[src/rtl/uart_tx_arbiter.sv]
// Round-robin arbiter sharing one UART transmitter between NUM_REQ byte requesters.
// One byte per grant; waits for TX done (or timeout), then one gap cycle before re-arbitrating.
module uart_tx_arbiter #(
  parameter int NUM_REQ      = 4,
  parameter int TIMEOUT_CLKS = 4774
) (
  input  logic                 i_Clk,
  input  logic                 i_Rst_L,
  input  logic [NUM_REQ-1:0]   i_Req,
  input  logic [8*NUM_REQ-1:0] i_Req_Byte,
  output logic [NUM_REQ-1:0]   o_Grant,
  output logic                 o_TX_DV,
  output logic [7:0]           o_TX_Byte,
  input  logic                 i_TX_Active,
  input  logic                 i_TX_Done,
  output logic                 o_Busy,
  output logic [2:0]           o_Owner,
  output logic                 o_Error
);
  localparam int              IW       = (NUM_REQ > 1) ? $clog2(NUM_REQ) : 1;
  localparam logic [IW-1:0]   LAST_RST = IW'(NUM_REQ - 1);
  localparam logic [15:0]     TMO_LAST = 16'(TIMEOUT_CLKS - 1);

  typedef enum logic [1:0] {IDLE, LAUNCH, WAIT_DONE, GAP} state_t;

  state_t                    state_q, state_d;
  logic [15:0]               timer_q, timer_d;
  logic                      flag_q, flag_d;
  logic [IW-1:0]             last_q, last_d;
  logic [7:0]                byte_d;
  logic [2:0]                owner_d;
  logic [NUM_REQ-1:0]        grant_d;
  logic [NUM_REQ-1:0][7:0]   req_byte;
  logic                      win_vld;
  logic [IW-1:0]             win_idx, cand;

  assign req_byte = i_Req_Byte;

  // Search starts one past the last owner and wraps, so every requester gets a turn.
  always_comb begin
    win_vld = 1'b0;
    win_idx = last_q;
    cand    = last_q;
    for (int i = 1; i <= NUM_REQ; i++) begin
      cand = IW'((int'(last_q) + i) % NUM_REQ);
      if (!win_vld && i_Req[cand]) begin
        win_vld = 1'b1;
        win_idx = cand;
      end
    end
  end

  always_comb begin
    state_d = state_q;
    timer_d = timer_q;
    flag_d  = flag_q;
    last_d  = last_q;
    byte_d  = o_TX_Byte;
    owner_d = o_Owner;
    grant_d = '0;
    unique case (state_q)
      IDLE: begin
        if (win_vld && !i_TX_Active) begin
          state_d          = LAUNCH;
          last_d           = win_idx;
          owner_d          = 3'(win_idx);
          byte_d           = req_byte[win_idx];
          grant_d[win_idx] = 1'b1;
        end
      end
      // A done seen while launching belongs to an earlier frame and is dropped.
      LAUNCH: begin
        state_d = WAIT_DONE;
        timer_d = '0;
      end
      WAIT_DONE: begin
        if (i_TX_Done) begin
          state_d = GAP;
        end else if (timer_q == TMO_LAST) begin
          state_d = GAP;
          flag_d  = 1'b1;
        end else begin
          timer_d = timer_q + 16'd1;
        end
      end
      GAP: begin
        state_d = IDLE;
        flag_d  = 1'b0;
      end
      default: state_d = IDLE;
    endcase
  end

  always_ff @(posedge i_Clk or negedge i_Rst_L) begin
    if (!i_Rst_L) begin
      state_q   <= IDLE;
      timer_q   <= '0;
      flag_q    <= 1'b0;
      last_q    <= LAST_RST;
      o_Grant   <= '0;
      o_TX_DV   <= 1'b0;
      o_TX_Byte <= '0;
      o_Busy    <= 1'b0;
      o_Owner   <= '0;
      o_Error   <= 1'b0;
    end else begin
      state_q   <= state_d;
      timer_q   <= timer_d;
      flag_q    <= flag_d;
      last_q    <= last_d;
      o_Grant   <= grant_d;
      o_TX_DV   <= (state_d == LAUNCH);
      o_TX_Byte <= byte_d;
      o_Busy    <= (state_d != IDLE);
      o_Owner   <= owner_d;
      o_Error   <= (state_d == GAP) && flag_d;
    end
  end
endmodule

[config.mk]
export PLATFORM = sky130hd
export DESIGN_NAME = uart_tx_arbiter
export DESIGN_NICKNAME = d
export VERILOG_FILES = /design/src/rtl/uart_tx_arbiter.sv
export SDC_FILE = /design/constraint.sdc
export NUM_CORES = 1
export LEC_CHECK = 0
export BUFFER_PORTS_ARGS = -buffer_cell sky130_fd_sc_hd__buf_4
export CAP_MARGIN = 20
export CORE_ASPECT_RATIO = 0.5
export CORE_MARGIN = 1.5
export CORE_UTILIZATION = 40
export DETAILED_ROUTE_END_ITERATION = 16
export SKIP_LAST_GASP = 1
export SYNTH_ARGS = -nofsm -noshare
export SYNTH_HDL_FRONTEND = slang
export SYNTH_SLANG_ARGS = --single-unit
[constraint.sdc]
create_clock -name i_Clk -period 5.8 [get_ports i_Clk]
set_clock_uncertainty 0.2 [all_clocks]
set_input_delay 1.45 -clock i_Clk [delete_from_list [all_inputs] [get_ports i_Clk]]
set_output_delay 1.45 -clock i_Clk [all_outputs]
set_load 0.01 [all_outputs]
[After elaboration in Yosys (flattened, before gate mapping)]
Index checks and enable logic that the tools add are counted.
Operators by class
  $add $sub $neg: 5
  order comparisons: 6
  equality and inequality tests: 8
  multiplexer cells: 32
  reduce and logical (&&, ||, !) cells: 15
Operators by type and width (number)
  16-bit two-way mux: 2
  16-bit case mux with 2 select lines: 1
  16-bit by 1-bit adder with 16-bit output, second input constant: 1
  8-bit binary-select mux with 2-bit select: 1
  16-bit by 13-bit == test with 1-bit output, second input constant: 1
  2-bit by 3-bit less-than comparator with 1-bit output, second input constant: 5
  2-bit two-way mux: 7
  1-bit two-way mux: 11
  1-bit binary-select mux with 2-bit select: 4
  4-bit two-way mux: 2
  8-bit two-way mux: 1
  2-bit case mux with 4 select lines: 1
  2-bit == test, second input constant: 3
  1-bit logical AND: 6
  2-bit by 1-bit adder with 2-bit output, second input constant: 2
  2-bit adder, second input constant: 2
  2-bit by 1-bit == test with 1-bit output, second input constant: 2
  1-bit zero test: 4
  2-bit inequality test, second input constant: 2
  2-bit nonzero test: 2
  3-bit AND reduction: 1
  1-bit demux with 2-bit select: 1
  2-bit by 1-bit greater-or-equal comparator with 1-bit output, second input constant: 1
  2-bit zero test: 1
  other kinds (2): 2
Word-level totals
  register bits: 38
  input bits: 40
  output and inout port bits: 18
  logic and storage cells: 76

[Logic depth before layout (Yosys ltp)]
Gate-level depths: netlist (run 1).
  depth after elaboration: 19
  depth in mapped cells: 8
  mapped depth without buffers: 7

[Worst setup path before layout (run 1)]
OpenSTA, ideal clock, no wires.
  path type: in2reg
  start: input port i_Req[1]
  end: register o_TX_Byte[0]
  library setup time: 131 ps
  data arrival time: 2580 ps
  data required time: 5469 ps
  setup slack: 2889 ps
  stages: 6
  buffers on the path: 1
  cells stage by stage: or4_4 -> and3b_4 -> buf_6 -> nand3_1 -> mux2_2 -> o211ai_1
On the way
  longest elaborated chain between the ends: 14
  elaborated cells on any way between the ends: 26
  classes of those cells: mux (18); reduce/logical (8)
RTL lines
  start: declaration: line 9  | input logic [NUM_REQ-1:0] i_Req,
  1-bit binary-select mux with 2-bit select: line 46  | if (!win_vld && i_Req[cand]) begin
  1-bit two-way mux (not written as such): line 46
  1-bit two-way mux: line 46
  1-bit zero test: line 46
  1-bit logical AND: line 46
  1-bit two-way mux: line 46
  1-bit zero test: line 46
  1-bit logical AND: line 46
  1-bit two-way mux: line 46
  1-bit zero test: line 46
  1-bit logical AND: line 46
  2-bit two-way mux / 1-bit two-way mux (equally long branches): line 46
  8-bit binary-select mux with 2-bit select / 1-bit logical AND (equally long branches): line 67, 63
  8-bit two-way mux (not written as such) / 2-bit AND reduction (equally long branches)
  end signal: assignment: line 113  | o_TX_Byte <= byte_d;
  end: declaration: line 13  | output logic [7:0] o_TX_Byte,
Parallel ways exist; a longest one is shown, timed or not. The select of a mux whose other input is x is not followed.
A chain may end at the register's enable or synchronous reset.

[Worst setup path after layout (run 1)]
  start: input port i_Req[1]
  end: register o_Busy
On the way
  longest elaborated chain between the ends: 16
  elaborated cells on any way between the ends: 22
  classes of those cells: mux (14); reduce/logical (8)
RTL lines
  1-bit binary-select mux with 2-bit select: line 46
  1-bit two-way mux (not written as such): line 46
  1-bit two-way mux: line 46
  1-bit zero test: line 46
  1-bit logical AND: line 46
  1-bit two-way mux: line 46
  1-bit zero test: line 46
  1-bit logical AND: line 46
  1-bit two-way mux: line 46
  1-bit zero test: line 46
  1-bit logical AND: line 46
  1-bit two-way mux (*): line 46
  1-bit logical AND (*): line 63  | if (win_vld && !i_TX_Active) begin
  2-bit two-way mux (*): line 63
  2-bit case mux with 4 select lines (*): line 61  | unique case (state_q)
  via state_d[0]: line 26  | state_t state_q, state_d;
  2-bit nonzero test (*): line 114  | o_Busy <= (state_d != IDLE);
  end signal: assignment: line 114
  end: declaration: line 16  | output logic o_Busy,
Mark *: on every way through the listed nets, which the timed path passes. The rest lies on a longest branch. The select of a mux whose other input is x is not followed.

==> impl_metrics.toml, run 1 <==
[setup_path]
reg2reg_from = "last_q[1]$_DFFE_PN1P_"
cp-start-kind = "input port"
cpPeakStageDelay_ns = 0.53
r2r_end = "o_TX_Byte[6]$_DFFE_PN0P_"
worstSetupPathType = "in2reg"
crit_slowest_cell = "or4_4"
critPathRequiredTime_ns = 5.78
rr_worst_depth = 6
worstSetupStartpoint = "i_Req[1]"
arrival_ns = 2.93
r2r_setup_slack_ns = 3.71
endpoint_kind = "flop"
path_max_fanout = 11
path_cells = "buf_4 > or4_4 > nand3b_1 > o311ai_2 > or2_1"

[synth]
syn_area_um2 = 2080
yosysTopAreaCell = "dfrtp_1"
synth.area.top_cells = "dfrtp_1, nand3_1, mux2i_1, mux2_2, xor2_1"
netlist_instances = 205
syn_avg_cell_area_um2 = 10.1
yosysSeqAreaShare_pct = 45.8
synth_warnings = 0
synth_top_area_share_pct = 43.3
synth_nets = 251
synth-seq-cells = 38
yosysUniqueCellTypes = 41

[sta]
finalSetupViolCount = 0
relSlewSlack_pct = 51.1
rsz0062_at_grt = "false"
setup-tns-final_ns = 0
fin_crit_ns = 2.96
worstMarginPinSlew_ns = 0.731
fmax_mhz = 338
slew_viol_final = 0
post-route-period-util_pct = 51.0
finalHoldViolCount = 0

[die]
rows = 18
die_x_um = 105
core_area_um2 = 4980
pin_count = 58
initial_core_util_pct = 41.8
die_area_um2 = 5670
die_h_um = 54

[drt]
num_vias = 1650
postRouteAntennaNets = 0
route.detailed.drc = 0
drt_iter0_drc = 49
firstDrtPassIters = 4
vias_per_cell = 5.03
wl_um = 4110
avgRoutedWirePerCell_um = 12.5

[min_path]
hold_class = "reg2reg"
whs_endpoint = "o_TX_Byte[0]$_DFFE_PN0P_"
min_path_cells = 2
hp-start = "o_TX_Byte[0]$_DFFE_PN0P_"

[power]
p_leak_nw = 1.24
power.density_nw_per_um2 = 385
ir_worst_vdd_mv = 0.151

[finish]
fin_cells = 328
fillCellCount = 461
fin_util_pct = 53.2
diodes = 0
area_growth_pct = 27.3
seq_area_um2 = 953
nets = 304
multi_input_area_um2 = 1040
drive_above_1_share_pct = 32.2

[cts]
cts_buffers = 5
cts_hold_buf = 0
clkSlewWorstSetupHoldPaths_ns = 0.07
tritoncts = "yes"
cts_setup_buffers = 0
clk_latency_ns = 0.28
post_cts_resized = 0
htreeDepth = 2
cts-root-buf = "clkbuf_8"
cts_max_path_buffers = 2
clkSinkCount = 38

[placement]
gp_congestion = 0.715
dp_cells = 321
io_buffers = 56
detailed_place_hpwl_um = 3020

[global_route]
grt_max_degree = 39
grt_pass1_wl_um = 6840
grtUsageTotal_pct = 15.5
grt_pass1_vias = 1528
antenna_found_initial = 0
gr-total-overflow = 0

[flow_run]
max_cap_violations = 0

[status]
status = "completed"
critical path, delay by kind of cell:
kind / cells / cell delay [ns]
AND/OR/NAND/NOR: 3 / 1.15
buffers and inverters: 1 / 0.12
AO/OA/AOI/OAI: 1 / 0.22
layout make-up:
class,instances,area share [%]
clock buffer,6,3.12
clock inverter,1,1.13
inverter,4,0.567
multi-input combinational,151,39.4
sequential,38,36.0
tap,70,3.31
timing repair buffer,58,16.4
worst max-delay path by stage:
stage / to / slack (ns) / cells after the start
after floorplan: o_TX_Byte[0]$_DFFE_PN0P_ / 2.89 / 6
after global placement: o_Busy$_DFF_PN0_ / 2.56 / 5
after detailed placement: o_Busy$_DFF_PN0_ / 2.54 / 5
after CTS: o_Busy$_DFF_PN0_ / 2.83 / 5
after global routing: o_Busy$_DFF_PN0_ / 2.76 / 5
final: o_Busy$_DFF_PN0_ / 2.84 / 5
synth_stat cells:
cell       number
nor4b_2         1
or4_4           1
and4_1          3
a21oi_1         1
o21ai_0         4
xor2_1         10
and4b_1         1
nor3b_1         2
mux2i_1         9
mux2_2          8
nor3_1          2
conb_1          1
a2bb2oi_1       1
and3_1          3
o311ai_2        1
dfstp_2         2
xnor2_1         1
nand4_1         4
nor2_1         16
or2_1           1
a21o_1          1
and4bb_2        2
a41oi_2         1
nand3_1        26
a31oi_1         1
nand3b_1        2
o31ai_1         2
inv_1           4
o21a_1          2
and3b_4         1
nand2_1        20
o211ai_1       10
buf_2           7
buf_4           1
buf_6           2
nor2b_1         2
clkbuf_1        2
dfrtp_1        36
nand2b_1        4
ha_1            6
and2_1          1
layer usage:
| layer | GRT usage [%] | part of all wire [%] | vias up |
|---|---|---|---|
| li1 | - | - | 830 |
| met1 | 18.9 | 48 | 781 |
| met2 | 27.7 | 46 | 34 |
| met3 | 4.96 | 5.3 | 5 |
| met4 | 3.42 | 0.85 | 0 |
| met5 | 0 | 0 | - |
flip-flops by register name, indices dropped and copies added (netlist names):
name and cells:
flag_q 1, last_q 2, o_Busy 1, o_Error 1
o_Grant 4, o_Owner 2, o_TX_Byte 8, o_TX_DV 1
state_q 2, timer_q 16
per-stage QoR:
stage	worst slack (ns)	power (mW)	hold slack, ns	cell area [um2]
after global placement	2.56	0.795	0.281	2540
after CTS	2.83	1.03	0.312	2650
after global routing	2.76	1.09	0.327	2650
after detailed placement	2.54	0.803	0.294	2540
final	2.84	1.02	0.308	2650
after floorplan	2.89	0.659	0.281	2080
report_power, final:
part / leakage [nW] / switching, mW / internal, mW
registers: 0.497 / 0.0511 / 0.337
clock network: 0.0573 / 0.0903 / 0.138
logic: 0.684 / 0.215 / 0.189
kinds of logic after synthesis:
| family | synth area share, % |
|---|---|
| simple gates | 24.0 |
| flops | 45.8 |
| compound gates | 8.90 |
| mux | 8.66 |
| buf+inv | 4.21 |
| xor+xnor | 4.63 |
| fa+ha+maj | 3.61 |
| other cells | 0.180 |
placed cells by master (no fill, tap or decap), types with 6 or more instances in the layout:
master	netlist	final
mux2_2	8	8
buf_4	1	58
xor2_1	10	10
nand2_1	20	20
mux2i_1	9	9
nor2_1	16	16
clkbuf_8	0	6
ha_1	6	6
o211ai_1	10	10
dfrtp_1	36	36
nand3_1	26	26
No activity file was read; power rests on OpenSTA's default activity.
==> run 2, diff against run 1 <==
Clock period 5.8 ns to 3.04 ns, I/O delays scaled along.
==> impl_metrics.toml, run 2 (synthesized netlist as in run 1, its figures left out) <==
[drt]
num_vias = 1666
firstDrtPassIters = 4
avgRoutedWirePerCell_um = 13.5
vias_per_cell = 5.06
drt_iter0_drc = 42
postRouteAntennaNets = 0
route.detailed.drc = 0
wl_um = 4430

[flow_run]
max_cap_violations = 0

[global_route]
grt_pass1_vias = 1603
grt_pass1_wl_um = 7340
antenna_found_initial = 0
grt_max_degree = 39
grtUsageTotal_pct = 16.7
gr-total-overflow = 0

[finish]
nets = 305
largest_reg_flops = 16
fillCellCount = 473
area_growth_pct = 25.9
diodes = 0
fin_cells = 329
largestRegisters = "timer_q x16, o_TX_Byte x8, o_Grant x4"
regMostFlops = "timer_q"
final_common_cell = "buf_4"
final_cell_mix = "buf_4, dfrtp_1, nand3_1, nand2_1, nor2_1"
drive_above_1_share_pct = 31.7

[sta]
relSlewSlack_pct = 47.1
rsz0062_at_grt = "false"
slew_viol_final = 0
fin_crit_ns = 2.22
finalSetupViolCount = 0
fmax_mhz = 450
setup-tns-final_ns = 0
worstMarginPinSlew_ns = 0.793
hold_ws_ns = 0.231
post-route-period-util_pct = 73.0
finalHoldViolCount = 0

[placement]
gp_congestion = 0.813
detailed_place_hpwl_um = 3120
io_buffers = 56
dp_cells = 322

[cts]
cts_max_path_buffers = 2
clk_latency_ns = 0.28
cts_buffers = 5
clkSinkCount = 38
cts_setup_buffers = 0
post_cts_resized = 0
cts_hold_buf = 0
clkSlewWorstSetupHoldPaths_ns = 0.07
tritoncts = "yes"
htreeDepth = 2
cts-root-buf = "clkbuf_8"

[setup_path]
path_max_fanout = 22
crit_slowest_cell = "or4_4"
arrival_ns = 2.17
critPathRequiredTime_ns = 2.99
r2r_end = "o_TX_Byte[7]$_DFFE_PN0P_"
r2r_setup_slack_ns = 0.96
reg2reg_from = "last_q[1]$_DFFE_PN1P_"
path_cells = "buf_4 > or4_4 > and3b_4 > nand2b_1 > o211ai_1"
cp-start-kind = "input port"
cpPeakStageDelay_ns = 0.53
worstSetupPathType = "in2reg"
cp_top_family = "simple AND/OR/NAND/NOR gates"
rr_worst_depth = 6
cp.buffers_inverters = 1
endpoint_kind = "flop"

[min_path]
hold_class = "in2async"

[die]
die_area_um2 = 5670
pin_count = 58
rows = 18
die_x_um = 105
die_h_um = 54
initial_core_util_pct = 41.8
core_area_um2 = 4980

[status]
status = "completed"

[power]
totalPowerFinal_mw = 1.85
p_leak_nw = 1.22
ir_worst_vdd_mv = 0.281
power.density_nw_per_um2 = 707
-- run 2: changes by cell type in the layout (fill, tap and decap cells not counted) --
cell,delta
buf_4,+1
bufinv_16,-1
clkbuf_1,+2
clkbuf_8,-1
-- run 2: cell type report --
class                           count  area (um2)  share of cell area [%]
Inverter                            4        15.0                   0.573
Sequential cell                    38         953                    36.4
Multi-Input combinational cell    151        1040                    39.9
Clock buffer                        7        76.3                    2.91
Timing Repair Buffer               59         443                    16.9
Tap cell                           70        87.6                    3.34
-- run 2: metal layers --
layer	GRT usage, %	up-vias	share of wire, %
li1	-	833	-
met1	21.7	791	49
met2	28.6	40	46
met3	4.12	2	4.4
met4	4.57	0	0.29
met5	0	-	0
-- run 2: how the worst max path moves through the flow --
stage / startpoint / endpoint / slack [ns] / cells past startpoint
after global placement: i_Req[1] / o_TX_Byte[2]$_DFFE_PN0P_ / 0.56 / 5
final: i_Req[1] / o_TX_Byte[7]$_DFFE_PN0P_ / 0.82 / 5
after global routing: i_Req[1] / o_TX_Byte[5]$_DFFE_PN0P_ / 0.72 / 5
after detailed placement: i_Req[1] / o_TX_Byte[0]$_DFFE_PN0P_ / 0.52 / 5
after CTS: i_Req[1] / o_TX_Byte[3]$_DFFE_PN0P_ / 0.83 / 5
after floorplan: i_Req[1] / o_TX_Byte[0]$_DFFE_PN0P_ / 0.82 / 6
-- run 2: through the flow --
stage / setup slack (ns) / utilization [%] / area [um2]
after global placement: 0.557 / 51.1 / 2540
after global routing: 0.718 / 52.6 / 2620
final: 0.820 / 52.6 / 2620
after CTS: 0.828 / 52.6 / 2620
after detailed placement: 0.518 / 51.1 / 2540
after floorplan: 0.819 / - / 2080
-- run 2: where the power goes --
part | switching [mW] | leakage [nW] | internal, mW | total (mW)
combinational | 0.417 | 0.688 | 0.365 | 0.782
sequential | 0.0999 | 0.497 | 0.643 | 0.743
clock | 0.168 | 0.0383 | 0.158 | 0.326
total | 0.686 | 1.22 | 1.17 | 1.85
